File: src/rtl/register_scoreboard.sv
// Pending-write scoreboard for the register file: stalls decode on pending sources or a saturated destination count.
// Hazards use registered counts only, so a writeback clears its hazard one cycle after it occurs.
module register_scoreboard #(
   parameter int NUM_REGS = 32,
   parameter int ADDR_W   = 5,
   parameter int CNT_W    = 2,
   parameter int PERF_W   = 16
) (
   input  logic                Clock,
   input  logic                Reset,
   input  logic                Issue_valid,
   input  logic                Issue_writes,
   input  logic [ADDR_W-1:0]   Issue_dest,
   input  logic                Src_used_1,
   input  logic [ADDR_W-1:0]   Src_register_1,
   input  logic                Src_used_2,
   input  logic [ADDR_W-1:0]   Src_register_2,
   input  logic                Wb_valid,
   input  logic [ADDR_W-1:0]   Wb_register,
   output logic                Stall,
   output logic                Issue_accept,
   output logic [NUM_REGS-1:0] Busy_vector,
   output logic                Underflow_error,
   output logic [PERF_W-1:0]   Stall_count
);

   localparam logic [CNT_W-1:0] MAX = '1;

   logic [CNT_W-1:0] cnt [NUM_REGS];
   logic h1, h2, hf;
   logic inc_en, dec_en, under;

   always_comb begin
      h1           = Src_used_1 && (Src_register_1 != '0) && (cnt[Src_register_1] != '0);
      h2           = Src_used_2 && (Src_register_2 != '0) && (cnt[Src_register_2] != '0);
      hf           = Issue_writes && (Issue_dest != '0) && (cnt[Issue_dest] == MAX);
      Stall        = Issue_valid && (h1 || h2 || hf);
      Issue_accept = Issue_valid && !Stall;
      inc_en       = Issue_accept && Issue_writes && (Issue_dest != '0);
      dec_en       = Wb_valid && (Wb_register != '0) && (cnt[Wb_register] != '0);
      under        = Wb_valid && (Wb_register != '0) && (cnt[Wb_register] == '0);
   end

   genvar g;
   generate
      for (g = 0; g < NUM_REGS; g++) begin : g_busy
         assign Busy_vector[g] = (cnt[g] != '0);
      end
   endgenerate

   // Register 0 is never written after reset, so it can never report busy.
   always_ff @(posedge Clock or posedge Reset) begin
      if (Reset) begin
         for (int r = 0; r < NUM_REGS; r++) begin
            cnt[r] <= '0;
         end
         Underflow_error <= 1'b0;
         Stall_count     <= '0;
      end else begin
         for (int r = 1; r < NUM_REGS; r++) begin
            if (inc_en && (Issue_dest == ADDR_W'(r)) &&
                !(dec_en && (Wb_register == ADDR_W'(r)))) begin
               cnt[r] <= cnt[r] + CNT_W'(1);
            end else if (dec_en && (Wb_register == ADDR_W'(r)) &&
                         !(inc_en && (Issue_dest == ADDR_W'(r)))) begin
               cnt[r] <= cnt[r] - CNT_W'(1);
            end
         end
         if (under) begin
            Underflow_error <= 1'b1;
         end
         if (Stall && (Stall_count != '1)) begin
            Stall_count <= Stall_count + PERF_W'(1);
         end
      end
   end

endmodule

File: config.mk
export PLATFORM = sky130hd
export DESIGN_NAME = register_scoreboard
export DESIGN_NICKNAME = d
export VERILOG_FILES = /design/src/rtl/register_scoreboard.sv
export SDC_FILE = /design/constraint.sdc
export NUM_CORES = 1
export LEC_CHECK = 0
export ABC_CLOCK_PERIOD_IN_PS = 3600
export CAP_MARGIN = 20
export CORE_MARGIN = 2
export CORE_UTILIZATION = 49
export CTS_CLUSTER_SIZE = 14
export DETAILED_ROUTE_END_ITERATION = 12
export MAX_ROUTING_LAYER = met4
export PLACE_DENSITY = 0.82
export SLEW_MARGIN = 20
export SYNTH_ARGS = -nofsm -noshare
export SYNTH_HDL_FRONTEND = slang
export SYNTH_SLANG_ARGS = --single-unit
File: constraint.sdc
create_clock -name Clock -period 3.6 [get_ports Clock]
set_input_delay 0.72 -clock Clock [delete_from_list [all_inputs] [get_ports Clock]]
set_output_delay 0.72 -clock Clock [all_outputs]
set_load 0.01 [all_outputs]
# Yosys cells after proc, flatten, opt, wreduce, memory -nomap -nowiden
# Index checks and enable logic that the tools add are counted.
[word_totals] register_bits=79 inputBits=27 output_inout_bits=51 word_cells=516
[op_classes] add_sub_neg=63 n_lt_le_gt_ge=4 eq_ne=64 n_mux=74 bitwise_logic=4 reduce_logical=274
[ops] op="5-bit == test, second input constant" n=32
[ops] op="2-bit 2-to-1 mux" n=70
[ops] op="1-bit logical AND" n=138
[ops] op="2-bit nonzero test" n=66
[ops] op="5-bit by 4-bit == test with 1-bit output, second input constant" n=16
[ops] op="1-bit logical NOT" n=63
[ops] op="2-bit by 1-bit adder with 2-bit output, second input constant" n=31
[ops] op="2-bit by 1-bit subtractor with 2-bit output, second input constant" n=31
[ops] op="2-bit binary-select mux with 5-bit select" n=4
[ops] op="5-bit by 3-bit == test with 1-bit output, second input constant" n=8
[ops] op="6-bit greater-or-equal comparator, second input constant" n=4
[ops] op="5-bit NOT with 6-bit output" n=4
[ops] op="5-bit by 2-bit == test with 1-bit output, second input constant" n=4
[ops] op="5-bit nonzero test" n=4
[ops] op="16-bit by 1-bit adder with 16-bit output, second input constant" n=1
[ops] op="16-bit inequality test, second input constant" n=1
[ops] op="5-bit by 1-bit == test with 1-bit output, second input constant" n=2
[ops] op="2-bit == test, second input constant" n=1
[ops] op="2-bit logical NOT" n=1
[ops] op="1-bit logical OR" n=2

# Longest topological paths before layout
# Gate-level depths: netlist (run 1).
[depth] word_depth=18 ltp_mapped=15 ltp_nobuf=13

# Worst setup path before layout (run 1)
# No wires, ideal clock.
[synth_timing] path_kind="input -> register" startpoint="in Wb_register[2]" endpoint="reg cnt[55] in the netlist's numbering" setup_time_ns=0.079 t_arrival_ns=3.390 required_time_ns=3.521 setup_slack_ns=0.130 stages=13 path_buffers=3 cell_sequence="clkbuf_1 > clkbuf_1 > o211ai_1 > o311ai_0 > o21ai_0 > o211ai_1 > nor4bb_1 > clkbuf_1 > nand3_1 > ha_1 > xor2_1 > nor2_1 > xor2_1"
[synth_between] elab_chain_cells=10 word_cells_on_any_way=15 cone_classes="1 x eq/ne; 4 x mux; 1 x bitwise; 9 x reduce/logical"
[synth_lines] element="from (decl)" line_no="19" source="input logic [ADDR_W-1:0] Wb_register,"
[synth_lines] element="5-bit NOT with 6-bit output (not written as such)" line_no="40" source="dec_en = Wb_valid && (Wb_register != '0) && (cnt[Wb_register] != '0);"
[synth_lines] element="2-bit binary-select mux with 5-bit select" line_no="40"
[synth_lines] element="2-bit 2-to-1 mux (not written as such) (2 in series)" line_no="40"
[synth_lines] element="2-bit nonzero test" line_no="40"
[synth_lines] element="1-bit logical AND" line_no="40"
[synth_lines] element="1-bit logical AND *" line_no="62, 64"
[synth_lines] element="1-bit logical NOT" line_no="62" source="!(dec_en && (Wb_register == ADDR_W'(r)))) begin"
[synth_lines] element="1-bit logical AND" line_no="61" source="if (inc_en && (Issue_dest == ADDR_W'(r)) &&"
[synth_lines] element="2-bit 2-to-1 mux / 2-bit nonzero test (equally long branches)"
[synth_lines] element="to (signal, indexed assignment)" line_no="63" source="cnt[r] <= cnt[r] + CNT_W'(1);"
[synth_lines] element="to (signal, indexed assignment)" line_no="66" source="cnt[r] <= cnt[r] - CNT_W'(1);"
[synth_lines] element="to (decl)" line_no="29" source="logic [CNT_W-1:0] cnt [NUM_REGS];"
# Every way passes the cells marked *; elsewhere a longest branch is shown, timed or not. The select of a mux whose other input is x is not followed.
# A chain may end at the register's enable or synchronous reset.

# Final worst setup path (run 1)
[layout_timing] startpoint="reg cnt[42] in the netlist's numbering" endpoint="out Stall"
[layout_between] elab_chain_cells=8 word_cells_on_any_way=18 cone_classes="1 x eq/ne; 9 x mux; 8 x reduce/logical"
[layout_lines] element="2-bit binary-select mux with 5-bit select (on tied branches)" line_no="34, 35"
[layout_lines] element="2-bit 2-to-1 mux (on tied branches) (2 in series)" line_no="34, 35"
[layout_lines] element="2-bit nonzero test (on tied branches)" line_no="34, 35"
[layout_lines] element="1-bit logical AND (on tied branches)" line_no="34, 35"
[layout_lines] element="1-bit logical OR" line_no="37" source="Stall = Issue_valid && (h1 || h2 || hf);"
[layout_lines] element="1-bit logical OR *" line_no="37"
[layout_lines] element="1-bit logical AND *" line_no="37"
[layout_lines] element="to (decl)" line_no="20" source="output logic Stall,"
# Marked as above.

==> results.sh, run 1 <==
export IMPL_track_usage=0.3196
export IMPL_first_pass_iters=5
export IMPL_fp_dieH_um=112.1
export IMPL_gp_congestion=0.9850
export IMPL_async_flop_share=1.000
export IMPL_worstHoldEndpoint="Underflow_error"
export IMPL_clock_path_buffers=2
export IMPL_drc_errors=0
export IMPL_start_util=0.5014
export IMPL_wl_per_cell_um=20.64
export IMPL_drive_gt1_frac=0.2214
export IMPL_root_buffer="clkbuf_16"
export IMPL_hold_path_class="reg -> reg"
export IMPL_wirelength_um=18990
export IMPL_seq_area_frac_synth=0.3453
export IMPL_maxSlewHeadroom=0.4351
export IMPL_critPathMaxStageDelay_ns=0.54
export IMPL_synth_commonest_cells="dfrtp_1 (79), xor2_1 (75), nor2_1 (67)"
export IMPL_post_synth_top_area_fraction=0.3453
export IMPL_cts_sinks=79
export IMPL_slew_viol_final=0
export IMPL_cts_buffers=9
export IMPL_fin_crit_ns=3.514
export IMPL_synthTopCellsByArea="dfrtp_1 (35%), xor2_1 (11%), mux4_2 (7.5%)"
export IMPL_setup_viol=0
export IMPL_r2r_end="cnt[13]"
export IMPL_areaGrowthSynthToFinish_pct=34.22
export IMPL_grt_pass1_vias=5633
export IMPL_synth_edf_count=0
export IMPL_outcome="complete, no violations"
export IMPL_clk_pin_slew_worst_paths_ns=0.06
export IMPL_die_area_um2=12570
export IMPL_dp_cells=900
export IMPL_ios=78
export IMPL_crit_chain="nor2_2, mux4_2, mux4_2, nor2_4, or4_4, nor4_4, buf_4, nor2b_1, buf_2"
export IMPL_rows=39
export IMPL_crit_top_cell="mux4_2"
export IMPL_utilization=0.6730
export IMPL_crit_arrival_ns=2.79
export IMPL_crit_type="reg -> out"
export IMPL_drt_first_iter_violations=547
export IMPL_endpoint_kind="primary output"
export IMPL_syn_area_um2=5725
export IMPL_pre_cts_slack_ns=-0.6506
export IMPL_drt_vias_per_instance=6.048
export IMPL_yosys_register_bits=79
export IMPL_p_sw_w=0.002191
export IMPL_critPathSlowestCell="or4_4"
export IMPL_fin_setup_tns_ns=0
export IMPL_postPlaceCellArea_um2=7194
export IMPL_grt_max_degree=32
export IMPL_stdcell_count=920
export IMPL_cts_htree_levels=3
export IMPL_p_int_w=0.003369
export IMPL_tightest_slew_ns=0.8442
export IMPL_synth_cell_types=53
export IMPL_n_antenna_cell=0
export IMPL_worstSkewPairLatency_ns=0.36
export IMPL_synthMostInstantiatedCell="dfrtp_1"
export IMPL_ys_flop_type="dfrtp_1"
export IMPL_startpoint_type="flip-flop"
export IMPL_hold_viol=0
export IMPL_grt_pass1_wl_um=30200
export IMPL_maxCapViolations=0
export IMPL_finalInstanceArea_um2=7685
export IMPL_whs_path_depth=1
export IMPL_avgSynthCellArea_um2=9.175
export IMPL_ctsHoldBuffers=0
export IMPL_yosys_warnings=2
export IMPL_dp_hpwl_um=13980
export IMPL_portBuffers=76
export IMPL_worstPathRequired_ns=2.88
export IMPL_rr_startpoint="cnt[42]"
export IMPL_cts_tree="done"
export IMPL_antenna_found_initial=0
export IMPL_clkPwrFrac=0.187
export IMPL_p_seq_frac=0.305
export IMPL_ir_worst_vdd_v=0.0004383
export IMPL_fin_worst_skew_ns=0.008885
export IMPL_syn_num_nets=683
export IMPL_crit_fanout=3
export IMPL_fmax_mhz=284.5
export IMPL_final_min_period_over_clock_period=0.9762
export IMPL_vias=5564
export IMPL_ff2ff_setup_slack_ns=0.17
export IMPL_final_antenna_net_count=0
export IMPL_final_nets=831
export IMPL_pwr_density_cell_nw_per_um2=723.6
export IMPL_syn_inst=624
export IMPL_min_from="Underflow_error"
export IMPL_core_um2=11420
export IMPL_comb_power_share=0.508
export IMPL_ff2ff_path_depth=13
export IMPL_p_leak_nw=3.549
export IMPL_yosys_area_top_type="dfrtp_1"
export IMPL_grt_overflow=0
export IMPL_swShare=0.3941
export IMPL_die_x_um=112.1
export IMPL_worst_slack_ns=0.08555
power groups by stage:
stage | Clock (W) | Sequential, W | Combinational (W)
after floorplan | 0 | 0.00163 | 0.00132
after global placement | 0 | 0.00164 | 0.00264
after detailed placement | 0 | 0.00167 | 0.00271
after CTS | 0.00104 | 0.00167 | 0.00275
after global routing | 0.00109 | 0.00175 | 0.00300
final | 0.00104 | 0.00170 | 0.00282
layout make-up:
| cell class | count | area [µm²] |
|---|---|---|
| repair buffers | 168 | 1483 |
| inverters | 35 | 132.6 |
| flip-flops and latches | 79 | 1977 |
| well taps | 143 | 178.9 |
| fillers | 868 | 3734 |
| clock buffers | 12 | 256.5 |
| multi-input cells | 479 | 3580 |
| clock inverters | 4 | 77.57 |
cells by family after synthesis:
group / count (synthesis) / synth area share
simple gates: 265 / 0.2288
buf+inv: 66 / 0.04917
mux: 24 / 0.08392
flops: 79 / 0.3453
other cells: 1 / 0.0006550
fa+ha+maj: 32 / 0.06993
compound gates: 50 / 0.05857
xor+xnor: 107 / 0.1637
worst max-delay path: cells and delay by family, from the launching register on:
| family | cells | cell delay [ns] |
|---|---|---|
| buf+inv | 2 | 0.32 |
| mux | 2 | 0.54 |
| simple gates | 5 | 1.19 |
| flops | 1 | 0.39 |
flip-flops by register name, indices dropped and copies added (netlist names):
name	flops
cnt	62
Stall_count	16
Underflow_error	1
through the flow:
| step | hold WS, ns | total power (W) |
|---|---|---|
| 6_report | 0.4607 | 0.005561 |
| 5_1_grt | 0.4903 | 0.005835 |
| 4_1_cts | 0.4680 | 0.005463 |
| 3_5_place_dp | 0.4548 | 0.004381 |
| 3_3_place_gp | 0.4435 | 0.004278 |
| 2_1_floorplan | 0.4558 | 0.002953 |
layout by cell type, fill, tap and decap left out, types with 9 or more instances in the layout:
master           Yosys  final
buf_4                1     85
dfrtp_1             79     79
xor2_1              75     75
clkdlybuf4s50_1      0     61
nor2_1              67     58
nand2_1             50     50
nand3_1             39     38
nor3_1              43     37
xnor2_1             32     32
ha_1                32     32
inv_1               33     30
mux4_2              19     19
nor2b_1             11     11
clkbuf_16            0     10
o21ai_0             14      9
worst max path at each step:
stage,from,end,cells after the start
3_3_place_gp,Issue_dest[0],Issue_accept,12
2_1_floorplan,Wb_register[2],cnt[55],13
3_5_place_dp,Src_register_1[0],Stall,11
5_1_grt,cnt[42],Stall,9
4_1_cts,Issue_dest[2],Stall,10
6_report,cnt[42],Stall,9
metal layers:
layer	vias to the layer above	share of wire	routed length [µm]	global-route usage
li1	2459	-	-	-
met4	0	0.049	933	0.1780
met5	-	0	0	-
met1	2682	0.40	7653	0.4113
met3	86	0.091	1733	0.07181
met2	337	0.46	8668	0.4699
repair_timing:
item / 4_1_cts / 5_1_grt
gates cloned: 1 / 1
gates resized for setup: 33 / 45
endpoints found under the hold margin: 0 / 0
setup buffers: 0 / 2
pin swaps: 4 / 9
endpoints found under the setup margin: 61 / 37
(Power assumes the default switching activity.)
==> run 2, diff against run 1 <==
--- a/config.mk
+++ b/config.mk
@@ -8,11 +8,11 @@
 export ABC_CLOCK_PERIOD_IN_PS = 3600
 export CAP_MARGIN = 20
 export CORE_MARGIN = 2
-export CORE_UTILIZATION = 49
+export CORE_UTILIZATION = 56
 export CTS_CLUSTER_SIZE = 14
 export DETAILED_ROUTE_END_ITERATION = 12
 export MAX_ROUTING_LAYER = met4
-export PLACE_DENSITY = 0.82
+export PLACE_DENSITY = 0.9
 export SLEW_MARGIN = 20
 export SYNTH_ARGS = -nofsm -noshare
 export SYNTH_HDL_FRONTEND = slang
==> results.sh, run 2 (synthesis gave the netlist of run 1 again) <==
export IMPL_outcome="complete, no violations"
export IMPL_track_usage=0.3587
export IMPL_drc_errors=0
export IMPL_crit_buf_inv=2
export IMPL_grt_pass1_vias=5576
export IMPL_ir_worst_vdd_v=0.0004353
export IMPL_maxCapViolations=0
export IMPL_final_common_cell="buf_4"
export IMPL_grt_pass1_wl_um=29610
export IMPL_final_antenna_net_count=0
export IMPL_fin_setup_tns_ns=0
export IMPL_start_util=0.5804
export IMPL_critPathMaxStageDelay_ns=0.54
export IMPL_rows=36
export IMPL_crit_fanout=3
export IMPL_n_antenna_cell=0
export IMPL_largest_register_ffs=62
export IMPL_worstSkewPairLatency_ns=0.36
export IMPL_cts_buffers=9
export IMPL_cts_tree="done"
export IMPL_areaGrowthSynthToFinish_pct=31.10
export IMPL_drive_gt1_frac=0.2186
export IMPL_whs_path_depth=1
export IMPL_root_buffer="clkbuf_8"
export IMPL_cts_htree_levels=3
export IMPL_drt_vias_per_instance=6.038
export IMPL_total_power_w=0.005217
export IMPL_slew_viol_final=0
export IMPL_largest_register="cnt"
export IMPL_critPathSlowestCell="or4_4"
export IMPL_clk_pin_slew_worst_paths_ns=0.08
export IMPL_fin_worst_skew_ns=0.008515
export IMPL_die_x_um=105.1
export IMPL_ios=78
export IMPL_ff2ff_path_depth=13
export IMPL_fmax_mhz=282.8
export IMPL_path_delay_family="simple AND/OR/NAND/NOR gates"
export IMPL_startpoint_type="flip-flop"
export IMPL_hold_viol=0
export IMPL_fin_crit_ns=3.536
export IMPL_pre_cts_slack_ns=-0.7019
export IMPL_p_leak_nw=3.460
export IMPL_final_min_period_over_clock_period=0.9821
export IMPL_fill_cells=672
export IMPL_gp_congestion=0.9938
export IMPL_crit_arrival_ns=2.82
export IMPL_hold_path_class="reg -> reg"
export IMPL_first_pass_iters=5
export IMPL_antenna_found_initial=0
export IMPL_endpoint_kind="primary output"
export IMPL_clock_path_buffers=2
export IMPL_cp_depth=9
export IMPL_vias=5470
export IMPL_tightest_slew_ns=0.6903
export IMPL_finalInstanceArea_um2=7506
export IMPL_mostFrequentLayoutCells="buf_4 (83), dfrtp_1 (79), xor2_1 (75)"
export IMPL_rsz0062_at_grt="no"
export IMPL_grt_overflow=0
export IMPL_core_um2=9864
export IMPL_wirelength_um=18450
export IMPL_wl_per_cell_um=20.36
export IMPL_crit_chain="nor2_2, mux4_2, mux4_2, nor2_2, or4_4, nor4_4, buf_4, nor2b_1, buf_2"
export IMPL_reg_largest_list="cnt (62), Stall_count (16), Underflow_error (1)"
export IMPL_dp_hpwl_um=14000
export IMPL_setup_viol=0
export IMPL_drt_first_iter_violations=439
export IMPL_cts_sinks=79
export IMPL_maxSlewHeadroom=0.5362
export IMPL_die_area_um2=11050
export IMPL_pwr_density_cell_nw_per_um2=695.0
export IMPL_final_nets=828
export IMPL_worstPathRequired_ns=2.88
export IMPL_portBuffers=76
export IMPL_grt_max_degree=80
export IMPL_crit_type="reg -> out"
export IMPL_postPlaceCellArea_um2=7172
export IMPL_fp_dieH_um=105.1
export IMPL_worst_slack_ns=0.06448
## run 2: changes by cell type in the layout (fill, tap and decap cells not counted), sizes merged
cell	change
buf	-3
bufinv	-1
clkbuf	-1
clkinv	-1
clkinvlp	+1
dlygate4sd2	+1
## run 2: final timing paths
path / startpoint / end / slack [ns]
worst max-delay path: cnt[45] / Stall / 0.06
worst min-delay path: Underflow_error / Underflow_error / 0.46
worst max register to register: cnt[45] / cnt[35] / 0.16
worst min register to register: Underflow_error / Underflow_error / 0.46
max in group asynchronous: Reset / cnt[38] / 2.51
min in group asynchronous: Reset / Stall_count[1] / 0.78
## run 2: metal layers
metal	track usage	vias to the layer above	part of all wire
met1	0.4656	2618	0.40
met2	0.5631	317	0.47
met5	-	-	0
met3	0.05926	74	0.088
met4	0.1438	0	0.043
li1	-	2461	-
## run 2: per-stage QoR
stage,std cells,hold WS (ns),util
after floorplan,624,0.4558,-
after CTS,904,0.4629,0.7504
after global routing,906,0.4781,0.7609
after detailed placement,887,0.4438,0.7270
final,906,0.4621,0.7609
after global placement,887,0.4478,0.7270
## run 2: power breakdown
group / internal, W / switching (W)
logic: 0.00147 / 0.00134
registers: 0.00125 / 0.000472
clock network: 0.000354 / 0.000332
total: 0.00307 / 0.00215
## run 2: final cells by class
cell class                      count  area, µm²  share of cell area
Clock buffer                       12      155.1             0.02067
Clock inverter                      3      42.54            0.005668
Inverter                           35      133.9             0.01784
Multi-Input combinational cell    479       3598              0.4794
Sequential cell                    79       1977              0.2634
Tap cell                          133      166.4             0.02217
Timing Repair Buffer              165       1433              0.1909
## run 2: timing repair
action / 4_1_cts / 5_1_grt
hold buffers: 0 / 0
endpoints found under the hold margin: 0 / 0
setup endpoints to repair: 64 / 32
setup buffers: 2 / 2
pin swaps: 3 / 7
resized for setup: 26 / 45
